### src/rtl/times_table_axi_reader.sv
// rtl/times_table_axi_reader.sv - AXI4-Lite read master fetching a*b from the times-table slave
// Optional AXI_TIMEOUT_EN adds an AR/R handshake watchdog of TIMEOUT_CYCLES cycles.
module times_table_axi_reader #(
   parameter int                    ADDR_WIDTH     = 32,
   parameter int                    DATA_WIDTH     = 32,
   parameter logic [ADDR_WIDTH-1:0] BASE_ADDR      = '0,
   parameter int                    TIMEOUT_CYCLES = 16
) (
   input  logic                  clk,
   input  logic                  rst,
   input  logic [2:0]            a,
   input  logic [2:0]            b,
   input  logic                  enable,
   output logic [5:0]            result,
   output logic                  busy,
   output logic                  done,
   output logic                  err,
   output logic [ADDR_WIDTH-1:0] m_axi_araddr,
   output logic [2:0]            m_axi_arprot,
   output logic                  m_axi_arvalid,
   input  logic                  m_axi_arready,
   input  logic [DATA_WIDTH-1:0] m_axi_rdata,
   input  logic [1:0]            m_axi_rresp,
   input  logic                  m_axi_rvalid,
   output logic                  m_axi_rready
);

   typedef enum logic [1:0] {IDLE, ADDR, DATA} state_t;

   state_t                state_q, state_d;
   logic [5:0]            result_q, result_d;
   logic                  busy_q, busy_d;
   logic                  done_q, done_d;
   logic                  err_q, err_d;
   logic                  arvalid_q, arvalid_d;
   logic                  rready_q, rready_d;
   logic [ADDR_WIDTH-1:0] araddr_q, araddr_d;

`ifdef AXI_TIMEOUT_EN
   localparam int            CW      = $clog2(TIMEOUT_CYCLES + 1);
   localparam logic [CW-1:0] TO_LAST = CW'(TIMEOUT_CYCLES - 1);
   logic [CW-1:0] cnt_q, cnt_d;
   logic          timeout;
   logic          unused_bits;
   assign unused_bits = ^m_axi_rdata[DATA_WIDTH-1:6];
`else
   logic unused_bits;
   assign unused_bits = (^m_axi_rdata[DATA_WIDTH-1:6]) ^ (TIMEOUT_CYCLES > 0);
`endif

   always_comb begin
      state_d   = state_q;
      result_d  = result_q;
      busy_d    = busy_q;
      done_d    = 1'b0;
      err_d     = err_q;
      arvalid_d = arvalid_q;
      rready_d  = rready_q;
      araddr_d  = araddr_q;
`ifdef AXI_TIMEOUT_EN
      // Counter restarts on every state entry; IDLE keeps it parked at zero.
      cnt_d   = (state_q == IDLE) ? '0 : cnt_q + 1'b1;
      timeout = (cnt_q == TO_LAST);
`endif
      case (state_q)
         IDLE: begin
            if (enable) begin
               araddr_d  = BASE_ADDR + ADDR_WIDTH'({a, b, 2'b00});
               arvalid_d = 1'b1;
               busy_d    = 1'b1;
               state_d   = ADDR;
            end
         end
         ADDR: begin
            if (m_axi_arready) begin
               arvalid_d = 1'b0;
               rready_d  = 1'b1;
               state_d   = DATA;
`ifdef AXI_TIMEOUT_EN
               cnt_d     = '0;
`endif
            end
`ifdef AXI_TIMEOUT_EN
            else if (timeout) begin
               arvalid_d = 1'b0;
               busy_d    = 1'b0;
               done_d    = 1'b1;
               err_d     = 1'b1;
               state_d   = IDLE;
            end
`endif
         end
         DATA: begin
            if (m_axi_rvalid) begin
               rready_d = 1'b0;
               busy_d   = 1'b0;
               done_d   = 1'b1;
               state_d  = IDLE;
               // Error responses keep the last good product visible.
               if (m_axi_rresp == 2'b00) begin
                  result_d = m_axi_rdata[5:0];
                  err_d    = 1'b0;
               end else begin
                  err_d    = 1'b1;
               end
            end
`ifdef AXI_TIMEOUT_EN
            else if (timeout) begin
               rready_d = 1'b0;
               busy_d   = 1'b0;
               done_d   = 1'b1;
               err_d    = 1'b1;
               state_d  = IDLE;
            end
`endif
         end
         default: state_d = IDLE;
      endcase
   end

   always_ff @(posedge clk) begin
      if (rst) begin
         state_q   <= IDLE;
         result_q  <= '0;
         busy_q    <= 1'b0;
         done_q    <= 1'b0;
         err_q     <= 1'b0;
         arvalid_q <= 1'b0;
         rready_q  <= 1'b0;
         araddr_q  <= '0;
`ifdef AXI_TIMEOUT_EN
         cnt_q     <= '0;
`endif
      end else begin
         state_q   <= state_d;
         result_q  <= result_d;
         busy_q    <= busy_d;
         done_q    <= done_d;
         err_q     <= err_d;
         arvalid_q <= arvalid_d;
         rready_q  <= rready_d;
         araddr_q  <= araddr_d;
`ifdef AXI_TIMEOUT_EN
         cnt_q     <= cnt_d;
`endif
      end
   end

   assign result        = result_q;
   assign busy          = busy_q;
   assign done          = done_q;
   assign err           = err_q;
   assign m_axi_araddr  = araddr_q;
   assign m_axi_arprot  = 3'b000;
   assign m_axi_arvalid = arvalid_q;
   assign m_axi_rready  = rready_q;

endmodule

### config.mk
export PLATFORM = sky130hd
export DESIGN_NAME = times_table_axi_reader
export DESIGN_NICKNAME = d
export VERILOG_FILES = /design/src/rtl/times_table_axi_reader.sv
export SDC_FILE = /design/constraint.sdc
export NUM_CORES = 1
export LEC_CHECK = 0
export ABC_AREA = 1
export BUFFER_PORTS_ARGS = -buffer_cell sky130_fd_sc_hd__buf_2
export CORE_UTILIZATION = 39
export DETAILED_ROUTE_END_ITERATION = 10
export GPL_TIMING_DRIVEN = 0
export PLACE_DENSITY = 0.94
export REMOVE_ABC_BUFFERS = 1
export SYNTH_ARGS = -nofsm -noshare
export SYNTH_HDL_FRONTEND = slang
export SYNTH_SLANG_ARGS = --single-unit
### constraint.sdc
create_clock -name clk -period 2.85 [get_ports clk]
set_input_delay 0.285 -clock clk [delete_from_list [all_inputs] [get_ports clk]]
set_output_delay 0.285 -clock clk [all_outputs]
set_load 0.01 [all_outputs]
# After elaboration in Yosys (flattened, before gate mapping)

Index checks and enable logic that the tools add are counted.

Register bits: 19
Bits of input ports: 45
Output and inout bits: 46
Logic and storage cells: 40

Eq/ne operators: 5
Muxes and demuxes: 13
Bitwise operators: 1
Reductions and logical operators: 13

Operators with widths:

| operator             | number |
|---|---|
| $reduce_and A3 Y1    | 5 |
| $mux W1              | 6 |
| $mux W2              | 3 |
| $ne A2 B2 Y1 const B | 3 |
| $pmux W1 S2          | 3 |
| $pmux W2 S3          | 1 |
| $reduce_bool A2 Y1   | 3 |
| $logic_not A2 Y1     | 2 |
| $reduce_and A2 Y1    | 2 |
| $eq A2 B1 Y1 const B | 1 |
| $eq A2 B2 Y1 const B | 1 |
| $reduce_or A2 Y1     | 1 |
| $not A1 Y1           | 1 |

# Longest topological paths before layout

Gate-level depths: netlist of the first run.

Depth in word-level cells: 3
Mapped depth: 5

# Worst setup path after synthesis of the first run

Ideal clock, no wire load.

Kind: register to register
Start: register state_q[1]
End: register result_q[0] (netlist: result[0])
Library setup time: 0.113 ns
Arrival time: 0.775 ns
Required time: 2.737 ns
Path slack: 1.963 ns
Stages on the path, launching flop included: 6
Path buffers: 0
Period minus slack after synthesis: 0.887 ns
Cell sequence: dfxtp_1 -> inv_2 -> nor2_4 -> nand4_1 -> nand2_1 -> nor2_1

Longest elaborated chain between the ends: 2

RTL lines:

| item                               | RTL line | source |
|---|---|---|
| start, declared                    | 30       | `state_t state_q, state_d;` |
| start signal, assigned             | 135      | `state_q <= state_d;` |
| $eq A2 B2 Y1                       | 65       | `case (state_q)` |
| $reduce_and A3 Y1 (no source line) | n/a      |  |
| end signal, assigned               | 136      | `result_q <= result_d;` |
| end, declared                      | 31       | `logic [5:0] result_q, result_d;` |

No other way between the ends.
A chain may end at the register's enable or synchronous reset.

# Final worst setup path of the first run

Start: register rready_q (netlist: m_axi_rready)
End: output m_axi_rready

RTL lines:

| item                   | RTL line | source |
|---|---|---|
| start, declared        | 36       | `logic rready_q, rready_d;` |
| start signal, assigned | 141      | `rready_q <= rready_d;` |
| end, declared          | 25       | `output logic m_axi_rready` |

No word-level cell between the ends.

==> results of run 1 <==
[cell usage after synthesis (all sizes together)]
library cell	n	share of area
nand4	6	0.038
nand3	3	0.040
inv	13	0.049
conb	1	0.0038
nand2	13	0.049
o21ai	6	0.030
nor2	29	0.13
a21oi	6	0.030
buf	32	0.24
dfxtp	19	0.38
[area by class of cell]
type                    instances  area, µm²  share of cell area
multi-input cells              92        427               0.391
flip-flops and latches         19        380               0.348
repair buffers                 35        175               0.160
inverters                      13       48.8              0.0447
well taps                      28       35.0              0.0321
clock buffers                   4       26.3              0.0241
[registers in the layout, summed over array words and instances, names as in the netlist]
name and cells:
m_axi_arvalid 1, busy 1, done 1, m_axi_rready 1
err 1, state_q 2, m_axi_araddr 6, result 6
[cells by family after synthesis]
| logic type | Yosys count |
|---|---|
| buffers and inverters | 45 |
| AOI/OAI and AO/OA | 12 |
| other | 1 |
| and+or+nand+nor | 51 |
| DFF | 19 |
[through the flow]
step | hold slack [ns] | instance area, µm² | total power [W] | setup WS, ns | utilization
after CTS | 0.227 | 1090 | 0.000517 | 1.77 | 0.475
after global routing | 0.228 | 1090 | 0.000543 | 1.72 | 0.475
after floorplan | 0.354 | 856 | 0.000351 | 1.96 | -
final | 0.232 | 1090 | 0.000511 | 1.79 | 0.475
after global placement | 0.448 | 1070 | 0.000384 | 1.82 | 0.464
after detailed placement | 0.463 | 1070 | 0.000386 | 1.78 | 0.464
[worst min-delay path by stage]
stage | start | endpoint | slack (ns)
final | b[2] | m_axi_araddr[4] | 0.23
after global routing | a[2] | m_axi_araddr[7] | 0.23
after CTS | b[2] | m_axi_araddr[4] | 0.23
after detailed placement | m_axi_arvalid | m_axi_arvalid | 0.46
after global placement | busy | busy | 0.45
after floorplan | rst | busy | 0.35
[layout by cell type, fill, tap and decap left out]
| master | synthesis | layout |
|---|---|---|
| nand3_4 | 2 | 2 |
| clkbuf_4 | 0 | 3 |
| inv_1 | 9 | 9 |
| conb_1 | 1 | 29 |
| buf_2 | 1 | 35 |
| a21oi_1 | 6 | 6 |
| inv_2 | 4 | 4 |
| nand3_1 | 1 | 1 |
| dfxtp_1 | 19 | 19 |
| nor2_4 | 3 | 3 |
| clkbuf_1 | 0 | 1 |
| nand2_1 | 13 | 13 |
| nand4_1 | 6 | 6 |
| nor2_1 | 26 | 26 |
| o21ai_0 | 6 | 6 |
[report_power, final]
part	internal [W]	switching [W]	total [W]	leakage [nW]
logic	0.0000310	0.0000613	0.0000923	0.418
registers	0.000280	0.00000747	0.000287	0.156
clock network	0.0000544	0.0000775	0.000132	0.0150
[layer usage]
layer	vias to the layer above	GRT usage
met2	37	0.213
met3	4	0.0203
met4	0	0.0789
met1	328	0.154
met5	-	0
li1	409	-
==> qor.yml, run 1 <==
outcome:
  status: "complete, no violations"
critical_path:
  path_max_fanout: 2
  cp_cell_sequence: "buf_2"
  rr_worst_depth: 5
  worstSetupEndpoint: "m_axi_rready"
  worstReg2RegStart: "state_q[1]"
  crit_type: "register to output port"
  critPathTopFamily: "flip-flops"
  crit_required_ns: 2.57
  slowest_delay_ns: 0.36
  worstSetupEndpointType: "output port"
  crit_slowest_cell: "dfxtp_1"
  critical_path_depth: 1
  r2r_slack_ns: 1.84
  cp-startpoint: "m_axi_rready"
  crit_arrival_ns: 0.78
  cp-start-kind: "register"
  critPathBufInv: 1
  reg2reg_to: "result[2]"
layout:
  final_cells: 191
  nFillCells: 260
  drive_gt1_frac: 0.288
  diodes: 0
  fin_nets: 209
  synthToLayoutAreaGrowth_pct: 10.5
drt:
  routedWlPerCell_um: 8.73
  wl_met2_um: 787
  drtAntennaViolNets: 0
  highest-signal-layer: "met4"
  vias: 778
  drtIter0Drc: 10
  firstDrtPassIters: 4
  wl_met1_um: 740
  drt-total-wl_um: 1670
  drcViolationCount: 0
  wl_met3_um: 102
  avgViaCountPerCell: 4.07
logic_synthesis:
  yosys_warnings: 0
  syn_inst: 128
  synthAdderAreaFrac: 0
  ys_types: 14
  synth_compound_area_frac: 0.0608
  syn-cell-area_um2: 988
  synth-simple-area-share: 0.261
  synth-seq-area-share: 0.385
  synth_seq_cells: 19
  synthMuxAreaShare: 0
  synth_top_family_by_area: "buffers and inverters"
  synth_xor_area_frac: 0
  syn_area_per_cell_um2: 7.72
grt:
  grt_max_degree: 13
  grt_pass1_wl_um: 2590
  gr-total-overflow: 0
  antenna_found_initial: 0
  grt_use_total: 0.129
  grt_pass1_vias: 606
clocking:
  cts_max_level: 1
  cts_tree: "built"
  cts_root_buffer: "clkbuf_4"
  clock_sinks: 19
  clockBufferDepth: 2
  cts_hold_buf: 0
  tritoncts.num_buffers: 3
  clock_latency_ns: 0.29
  clkTransAtPathRegs_ns: 0.10
  cts_setup_buffers: 0
  cts_resized: 0
timing:
  setup_viol: 0
  drv_slew: 0
  rsz0062_at_grt: "no"
  fin_skew_ns: 0.00324
  hold_violations: 0
  totalNegativeSetupSlack_ns: 0
  fin_crit_ns: 1.06
  finalCritPeriodShare: 0.373
  max_freq_mhz: 941
power_and_ir_drop:
  vdd_drop_max_uv: 220
  p_per_area_mw_per_mm2: 468
  power.leakage_nw: 0.588
floorplanning:
  fp.dieW_um: 52.3
  io_pins: 91
  core_mm2: 0.00230
  die_y_um: 52.3
  start_util: 0.430
  row_count: 17
  die_area_mm2: 0.00274
run:
  maxCapViolations: 0
worst_hold_path:
  min_path_cells: 3
  min_path_type: "primary input to register"
placement:
  place_congestion: 0.686
  io_buffer_count: 35
  hpwlAfterDp_um: 1290
  dp.cells: 187
Note: power is estimated with default switching activity, not from simulation.
==> run 2: changes to the inputs <==
--- a/config.mk
+++ b/config.mk
@@ -7,10 +7,10 @@
 export LEC_CHECK = 0
 export ABC_AREA = 1
 export BUFFER_PORTS_ARGS = -buffer_cell sky130_fd_sc_hd__buf_2
-export CORE_UTILIZATION = 39
+export CORE_UTILIZATION = 36
 export DETAILED_ROUTE_END_ITERATION = 10
 export GPL_TIMING_DRIVEN = 0
-export PLACE_DENSITY = 0.94
+export PLACE_DENSITY = 0.88
 export REMOVE_ABC_BUFFERS = 1
 export SYNTH_ARGS = -nofsm -noshare
 export SYNTH_HDL_FRONTEND = slang
==> constraint.sdc (replaced) <==
create_clock -name clk -period 1.1 [get_ports clk]
set_input_delay 0.11 -clock clk [delete_from_list [all_inputs] [get_ports clk]]
set_output_delay 0.11 -clock clk [all_outputs]
set_load 0.01 [all_outputs]
==> run 2 against run 1 <==
Setup slack lost 1.7 ns. Worst hold slack lost 0.18 ns. Largest power group unchanged. Via count shrank 0.90%. Critical path type is now register to register. Die area grew 8.0%. Register-to-register slack lost 1.7 ns. Final area grew 1.1%.
==> qor.yml, run 2 (synthesis gave the netlist of run 1 again) <==
outcome:
  status: "complete, no violations"
drt:
  routedWlPerCell_um: 8.42
  drtIter0Drc: 12
  drt-total-wl_um: 1630
  drcViolationCount: 0
  drtAntennaViolNets: 0
  firstDrtPassIters: 2
  vias: 771
  avgViaCountPerCell: 3.97
layout:
  nFillCells: 284
  synthToLayoutAreaGrowth_pct: 11.8
  final_common_cell: "buf_2"
  register_area_um2: 382
  multi_input_area_um2: 427
  fin_nets: 210
  drive_gt1_frac: 0.305
  fin_area_mm2: 0.00110
  layout_common_cells: "buf_2 (35), conb_1 (29), nor2_1 (26), dfxtp_1 (18), nand2_1 (13)"
  diodes: 0
critical_path:
  crit_arrival_ns: 1.22
  critPathTopFamily: "flip-flops"
  cp_cell_sequence: "inv_2 -> nor2_4 -> buf_4 -> nand2_1 -> a21oi_1"
  slowest_delay_ns: 0.38
  worstSetupEndpointType: "register"
  crit_required_ns: 1.32
  crit_type: "register to register"
  critPathBufInv: 2
  r2r_slack_ns: 0.11
  path_max_fanout: 8
  crit_slowest_cell: "dfxtp_2"
  cp-start-kind: "register"
power_and_ir_drop:
  p_per_area_mw_per_mm2: 1200
  vdd_drop_max_uv: 626
  total_power_w: 0.00133
  power.leakage_nw: 0.596
clocking:
  clockBufferDepth: 2
  cts_tree: "built"
  tritoncts.num_buffers: 3
  clkTransAtPathRegs_ns: 0.11
  cts_root_buffer: "clkbuf_4"
  clock_latency_ns: 0.29
  cts_hold_buf: 0
  cts_max_level: 1
  clock_sinks: 19
timing:
  hold_ws_ns: 0.0537
  fin_skew_ns: 0.00784
  max_freq_mhz: 1010
  drv_slew: 0
  finalCritPeriodShare: 0.903
  rsz0062_at_grt: "no"
  setup_viol: 0
  fin_crit_ns: 0.993
  fin_ws_ns: 0.107
  totalNegativeSetupSlack_ns: 0
  hold_violations: 0
floorplanning:
  row_count: 18
  core_mm2: 0.00254
  die_area_mm2: 0.00296
  fp.dieW_um: 54.4
  die_y_um: 54.4
  start_util: 0.388
  io_pins: 91
placement:
  place_congestion: 0.725
  placed_area_mm2: 0.00107
  pre_cts_ws_ns: 0.101
  hpwlAfterDp_um: 1260
  io_buffer_count: 35
grt:
  grt_max_degree: 13
  grt_pass1_vias: 629
  gr-total-overflow: 0
  antenna_found_initial: 0
  grt_use_total: 0.119
  grt_pass1_wl_um: 2540
worst_hold_path:
  min_path_type: "primary input to register"
run:
  maxCapViolations: 0
==> run 2: cell count changes in the layout (fill, tap and decap cells not counted) <==
cell      delta
dfxtp_1      -1
buf_4        +1
clkbuf_1     -1
dfxtp_2      +1
clkinv_2     +1
==> run 2: report_power, final <==
group          internal [W]  switching, W
registers          0.000725     0.0000191
clock network      0.000135      0.000210
logic             0.0000823      0.000157
total              0.000942      0.000386
==> run 2: area by class of cell <==
type	instances	share of cell area
clock buffer	3	0.0204
tap	30	0.0340
inverter	13	0.0442
sequential	19	0.345
timing repair buffer	36	0.165
clock inverter	1	0.00453
multi-input combinational	92	0.386
==> run 2: stage by stage <==
stage | cells | utilization
2_1_floorplan | 124 | -
3_3_place_gp | 189 | 0.420
3_5_place_dp | 189 | 0.420
4_1_cts | 193 | 0.431
5_1_grt | 194 | 0.434
6_report | 194 | 0.434
==> run 2: tightest hold or removal path: cells and delay by family <==
family	cells	cell delay, ns
buf+inv	1	0.07
simple gates	1	0.07
compound gates	1	0.07
==> run 2: timing repair <==
item | in CTS | in global routing
setup buffers | 0 | 1
hold endpoints to repair | 0 | 0
endpoints found under the setup margin | 0 | 2
resized for setup | 0 | 1
==> run 2: worst paths after layout <==
kind	startpoint	end	depth (start not counted)
min	a[0]	m_axi_araddr[5]	3
min reg2reg	m_axi_rready	m_axi_rready	2
max	state_q[1]	state_q[1]	5
max reg2reg	state_q[1]	state_q[1]	5
==> run 2: layer usage <==
| layer | track usage | part of all wire | vias up |
|---|---|---|---|
| met2 | 0.187 | 0.48 | 29 |
| met4 | 0.0513 | 0 | 0 |
| li1 | - | - | 412 |
| met3 | 0.0250 | 0.060 | 0 |
| met5 | 0 | 0 | - |
| met1 | 0.157 | 0.46 | 330 |
